--- src/rtl/half_adder_bist.sv ---
// Built-in self-test controller for the half_adder cell: applies the four
// exhaustive {a,b} patterns, checks s/c against a golden model and compacts them in a MISR.
module half_adder_bist #(
    parameter int unsigned HOLD_CYCLES = 1,
    parameter logic [3:0]  GOLDEN_SIG  = 4'h4
) (
    input  logic       clk,
    input  logic       rst,
    input  logic       start,
    input  logic       s,
    input  logic       c,
    output logic       a,
    output logic       b,
    output logic       busy,
    output logic       done,
    output logic       pass,
    output logic [3:0] signature,
    output logic [2:0] err_count,
    output logic       fail_valid,
    output logic [1:0] first_fail
);

    localparam int unsigned HOLD_W   = 4;
    localparam int unsigned PAT_W    = 2;
    localparam int unsigned SIG_W    = 4;
    localparam int unsigned ERR_W    = 3;
    localparam logic [HOLD_W-1:0] HOLD_LAST = HOLD_W'(HOLD_CYCLES - 1);
    localparam logic [PAT_W-1:0]  PAT_LAST  = PAT_W'(3);

    typedef enum logic [1:0] {
        ST_IDLE  = 2'd0,
        ST_APPLY = 2'd1,
        ST_DONE  = 2'd2
    } state_t;

    state_t              state;
    logic [PAT_W-1:0]    pat;
    logic [HOLD_W-1:0]   hold_cnt;

    logic                sample_c;
    logic                exp_s_c;
    logic                exp_c_c;
    logic                mismatch_c;
    logic [PAT_W-1:0]    pat_inc_c;
    logic [SIG_W-1:0]    sig_next_c;
    logic [ERR_W-1:0]    err_next_c;

    // Golden model, MISR feedback and error accounting for the pattern on the bus
    always_comb begin
        sample_c   = (state == ST_APPLY) && (hold_cnt == HOLD_LAST);
        exp_s_c    = pat[1] ^ pat[0];
        exp_c_c    = pat[1] & pat[0];
        mismatch_c = (s != exp_s_c) || (c != exp_c_c);
        pat_inc_c  = pat + PAT_W'(1);
        sig_next_c = {signature[2],
                      signature[1],
                      signature[0] ^ signature[3] ^ c,
                      signature[3] ^ s};
        err_next_c = err_count + ERR_W'(mismatch_c);
    end

    always_ff @(posedge clk or posedge rst) begin
        if (rst) begin
            state      <= ST_IDLE;
            pat        <= '0;
            hold_cnt   <= '0;
            a          <= 1'b0;
            b          <= 1'b0;
            busy       <= 1'b0;
            done       <= 1'b0;
            pass       <= 1'b0;
            signature  <= '0;
            err_count  <= '0;
            fail_valid <= 1'b0;
            first_fail <= '0;
        end else begin
            case (state)
                ST_IDLE, ST_DONE: begin
                    // A new run wipes every result so nothing from a prior run leaks through
                    if (start) begin
                        state      <= ST_APPLY;
                        pat        <= '0;
                        hold_cnt   <= '0;
                        a          <= 1'b0;
                        b          <= 1'b0;
                        busy       <= 1'b1;
                        done       <= 1'b0;
                        pass       <= 1'b0;
                        signature  <= '0;
                        err_count  <= '0;
                        fail_valid <= 1'b0;
                        first_fail <= '0;
                    end
                end
                ST_APPLY: begin
                    if (sample_c) begin
                        hold_cnt  <= '0;
                        signature <= sig_next_c;
                        pat       <= pat_inc_c;
                        if (mismatch_c) begin
                            err_count <= err_next_c;
                            if (!fail_valid) begin
                                fail_valid <= 1'b1;
                                first_fail <= pat;
                            end
                        end
                        if (pat == PAT_LAST) begin
                            state <= ST_DONE;
                            busy  <= 1'b0;
                            done  <= 1'b1;
                            pass  <= (err_next_c == ERR_W'(0)) && (sig_next_c == GOLDEN_SIG);
                            a     <= 1'b0;
                            b     <= 1'b0;
                        end else begin
                            a <= pat_inc_c[1];
                            b <= pat_inc_c[0];
                        end
                    end else begin
                        hold_cnt <= hold_cnt + HOLD_W'(1);
                    end
                end
                default: begin
                    state <= ST_IDLE;
                end
            endcase
        end
    end

endmodule

--- config.mk ---
export PLATFORM = sky130hd
export DESIGN_NAME = half_adder_bist
export DESIGN_NICKNAME = d
export VERILOG_FILES = /design/src/rtl/half_adder_bist.sv
export SDC_FILE = /design/constraint.sdc
export NUM_CORES = 1
export LEC_CHECK = 0
export BUFFER_PORTS_ARGS = -buffer_cell sky130_fd_sc_hd__buf_2
export CORE_MARGIN = 10
export CORE_UTILIZATION = 30
export CTS_CLUSTER_SIZE = 10
export DETAILED_ROUTE_END_ITERATION = 16
export GPL_TIMING_DRIVEN = 1
export HOLD_SLACK_MARGIN = 0.03
export PLACE_DENSITY_LB_ADDON = 0.05
export SYNTH_ARGS = -nofsm -noshare
export SYNTH_HDL_FRONTEND = slang
export SYNTH_SLANG_ARGS = --single-unit
--- constraint.sdc ---
create_clock -name clk -period 6.3 [get_ports clk]
set_input_delay 0.315 -clock clk [delete_from_list [all_inputs] [get_ports clk]]
set_output_delay 0.315 -clock clk [all_outputs]
set_load 0.05 [all_outputs]
* After elaboration in Yosys (flattened, before gate mapping) *
Index checks and enable logic that the tools add are counted.

word-level totals
  logic and storage cells = 85
  bits of input ports = 5
  flip-flop bits (word level) = 23
  output and inout bits = 15

operators by class
  multiplexer cells = 40
  bitwise gates (word level) = 5
  add/subtract/negate cells = 3
  reduce and logical (&&, ||, !) cells = 14
  equal/unequal tests = 11

operators with widths
  kind                 number
  $mux 2               8
  $pmux 4 s2           2
  $mux 1               14
  $mux 4               3
  $pmux 1 s2           6
  $pmux 2 s2           3
  $mux 3               3
  $ne 2x2->1 const B   4
  $reduce_and 4->1     2
  $pmux 3 s2           1
  $reduce_and 3->1     2
  $reduce_and 5->1     1
  $add 4x1->4 const B  1
  $eq 2x2->1 const B   2
  $eq 4x3->1 const B   1
  $logic_not 4->1      1
  $xor 1x1->1          4
  $add 3x1->3          1
  $logic_not 3->1      1
  $add 2x1->2 const B  1
  $eq 2x1->1 const B   1
  $logic_and 1x1->1    2
  $logic_not 2->1      1
  $ne 1x1->1           2
  other kinds (6)      6

* Depth between registers and ports, before layout *
  depth in word-level cells = 9
  mapped depth = 9
  depth with buffers taken out = 8

* Least setup slack after synthesis *
OpenSTA, ideal clock, no wires.

  path kind = register to register
  start = register pat[1]
  end = register pass
  data required time = 6,197 ps
  path slack = 3,957 ps
  data arrival time = 2,240 ps
  period minus slack after synthesis = 2,343 ps
  setup time = 103 ps
  cell stages (with the launch flop) = 10
  path buffers = 1
  cell sequence = dfrtp_1 ha_1 clkbuf_1 xnor2_1 nand2_1 ha_1 ha_1 xnor2_1 nand4_1 o41ai_2

between the ends
  cells in the longest elaborated chain, start to end = 9
  elaborated cells between the ends (all ways) = 14
  classes of those cells = add/sub (1); eq/ne (4); mux (3); bitwise (2); reduce/logical (4)

ends and longest elaborated chain
  element                                            RTL line  RTL
  from (decl)                                        37        logic [PAT_W-1:0] pat;
  from (signal assigned)                             99        pat <= pat_inc_c;
  $xor 1x1->1 / $and 1x1->1 (equally long branches)  51, 52
  $ne 1x1->1                                         53        mismatch_c = (s != exp_s_c) || (c != exp_c_c);
  $logic_or 1x1->1                                   53
  $add 3x1->3                                        59        err_next_c = err_count + ERR_W'(mismatch_c);
  $logic_not 3->1                                    111       pass <= (err_next_c == ERR_W'(0)) && (sig_next_c == GOLDEN_SIG);
  $logic_and 1x1->1                                  111
  $mux 1                                             107       if (pat == PAT_LAST) begin
  $mux 1                                             96        if (sample_c) begin
  $pmux 1 s2                                         77        case (state)
  to (signal assigned)                               111
  to (decl)                                          16        output logic pass,

Several ways; a longest one is shown, not always the timed one. The select of a mux whose other input is x is not followed.
A chain may end at the register's enable or synchronous reset.

* Worst setup path in the final report *
  start = register pat[0]
  end = register pass

Same word-level chain as after synthesis.

==> metrics <==
DR WL/cell=16.35 um; total power=0.0007724 W; Crit Path Class=reg -> reg; Top FF cell, synth=dfrtp_1; pin count of the biggest net entering global routing=23; async set or reset register ratio after synthesis=1.000; sw frac=0.5316; routed wl met3=around 74 um; clk buf depth=2; htree depth=1; ANT nets after route=0; row count=23; reg2reg end=pass$_DFFE_PP0P_; Post-CTS Setup Inserts=0; FF-to-FF path depth=8; reg-to-reg setup timing slack=slightly above 4 ns; status=finished, final reports clean; Overflow after GRT=0; top layer in use=met4; Slew @ Worst Pin=0.8629 ns; max-slew violation count=0; clk_lat worst skew=between 0.2 and 0.3 ns; TritonCTS clock tree=built; Final nets=148; Worst Skew=0.002426 ns; Syn Area/Cell=~10 um^2; DRT iter0 DRCs=32; setup tns final=0 ns; share of the synthesized area in the top cell type=0.4490; FF+latch count, synth=22; Vias per Instance=4.952; worst-path fanout max=4; Starting Density=0.3088; post-synthesis sequential area ratio=0.4490; # resized after CTS=0; Sinks on Clock Net=22; HP Class=in -> async; CORE AREA=~4000 um^2; die height=83.93 um; Hold Buf Count CTS=0; post-synth cell types=31; total routed wirelength=3.042 mm; Worst slew margin=0.4241; # DRC=0; Mapped Cells=120; crit share post-route=0.3526; EDFF count, synth=0; Setup crit start kind=register; total die area=slightly above 7000 um^2; PD cells=approximately 560 nW/um^2; Clk network pwr share=0.114; static leakage=around 0.65 nW; Die Wd=roughly 84 um; ranking of synthesized cells by area=dfrtp_1, o211ai_1, ha_1, nand2_1, xnor2_1; Fmax=between 0.4 and 0.5 GHz; CP arrival=around 2.4 ns; area of the mapped netlist=1226 um^2; first-pass GRT wire length=between 5 and 6 mm; CTS Buf Count=3; endpoints failing setup=0; fillers=414; vias in the first global route=963; Metal-1 WL=1.450 mm; Routed met2 length=1.474 mm; initial antenna violation count=0; Hold Violations, Final=0; DR pass1 iterations=4; sequential share of power=0.302; synth warn=0; Switching Power=a little over 0.0004 W; Port Buf Inserts=19; crit path time final=2.222 ns; worst r2r src=pat[0]$_DFFE_PP0P_; post-DP HPWL=2.262 mm; max-cap viol count=0; gpl congestion=around 0.81; WP data required=6.47 ns; Worst VDD drop=0.1830 mV; clk slew on worst S/H paths=0.08 ns; Gate power share=0.584; I/O pin total=20; number of diodes=0; Synthesized Nets=130; internal power=0.0003617 W; vias=921; RSZ-0062 raised after global routing=no; all-layer global routing usage=0.08738; CTS Root Cell=clkbuf_8; area grow syn2layout=13.37%; biggest area consumer among synthesized cells=dfrtp_1; fraction of layout cells with a size suffix above 1=0.1985; CP endpoint kind=register
-- placed cells by master (no fill, tap or decap), drive strengths merged --
cell type | Yosys | routed
o31ai | 3 | 3
o211ai | 11 | 11
nand2 | 13 | 13
xnor2 | 5 | 5
a21oi | 1 | 1
o21ai | 9 | 9
mux2i | 4 | 4
clkbuf | 1 | 3
o311ai | 1 | 1
ha | 5 | 5
nor3b | 2 | 2
inv | 8 | 8
o41ai | 1 | 1
xor2 | 4 | 4
nand3b | 1 | 1
nand3 | 5 | 5
nand2b | 2 | 2
nand4 | 5 | 5
o221ai | 1 | 1
a22o | 1 | 1
nor2b | 1 | 1
and2b | 1 | 1
dfrtp | 22 | 22
or3b | 1 | 1
buf | 5 | 19
and2 | 1 | 1
nor2 | 6 | 6
-- critical path, cell delays in order, from the launching register on --
cell and delay [ns]:
dfrtp_1 0.40, ha_1 0.35, xnor2_1 0.29, nand2_1 0.13, ha_1 0.21, ha_1 0.19, xnor2_1 0.19, nand4_1 0.16
o41ai_2 0.22
-- sequential cells by signal, indices dropped and copies added (netlist names) --
register and count:
done 1, err_count 3, fail_valid 1, b 1, signature 4, busy 1
state 2, first_fail 2, pass 1, pat 2, hold_cnt 4
-- final cells by class --
| cell class | instances | area [um^2] | area share |
|---|---|---|---|
| clock buffer | 3 | 41.29 | 0.02970 |
| inverter | 8 | 30.03 | 0.02160 |
| multi-input combinational | 84 | 610.6 | 0.4392 |
| sequential | 22 | 550.5 | 0.3960 |
| tap | 50 | 62.56 | 0.04500 |
| timing repair buffer | 19 | 95.09 | 0.06841 |
-- cell families (layout without fill, tap and decap cells) --
kind of cell    count (synthesis)  count (layout)  share of synthesized area
compound gates                 28              28                     0.1786
fa+ha+maj                       5               5                    0.05102
buf+inv                        14              30                    0.05306
xor+xnor                        9               9                    0.06428
simple gates                   38              38                     0.1714
flops                          22              22                     0.4490
mux                             4               4                    0.03265
-- power by group through the flow --
stage | registers, W | clock network [W] | logic (W)
final | 0.000233 | 0.0000882 | 0.000451
after global routing | 0.000241 | 0.0000986 | 0.000497
after CTS | 0.000234 | 0.0000918 | 0.000459
after detailed placement | 0.000237 | 0 | 0.000458
after global placement | 0.000236 | 0 | 0.000465
after floorplan | 0.000355 | 0 | 0.000234
-- synth_stat cells, drive strengths merged, types with 3 or more instances --
master and instances:
nand2 13, o21ai 9, o31ai 3, buf 5, xor2 4, inv 8
xnor2 5, nand3 5, mux2i 4, nor2 6, dfrtp 22, o211ai 11
nand4 5, ha 5
-- per-stage QoR --
stage / utilization / hold WS (ns) / setup slack, ns / instances / area, um^2
floorplan: - / 0.3042 / 3.957 / 120 / 1226
global placement: 0.3396 / 0.4720 / 4.184 / 183 / 1349
detailed placement: 0.3396 / 0.4731 / 4.113 / 183 / 1349
CTS: 0.3500 / 0.2520 / 4.094 / 186 / 1390
global route: 0.3500 / 0.3003 / 3.883 / 186 / 1390
finish: 0.3500 / 0.2191 / 4.078 / 186 / 1390
-- layer usage --
layer / vias to the layer above / GRT usage
li1: 460 / -
met1: 441 / 0.1101
met2: 16 / 0.1415
met3: 4 / 0.01563
met4: 0 / 0.03653
met5: - / 0
-- worst max path at each step --
stage	start	end	depth (start not counted)	slack (ns)
floorplan	pat[1]$_DFFE_PP0P_	pass$_DFFE_PP0P_	9	3.96
global placement	pat[0]$_DFFE_PP0P_	pass$_DFFE_PP0P_	8	4.18
detailed placement	pat[0]$_DFFE_PP0P_	pass$_DFFE_PP0P_	8	4.11
CTS	pat[0]$_DFFE_PP0P_	pass$_DFFE_PP0P_	8	4.09
global route	pat[1]$_DFFE_PP0P_	pass$_DFFE_PP0P_	8	3.88
finish	pat[0]$_DFFE_PP0P_	pass$_DFFE_PP0P_	8	4.08
Power figures use the tool's default switching activity.
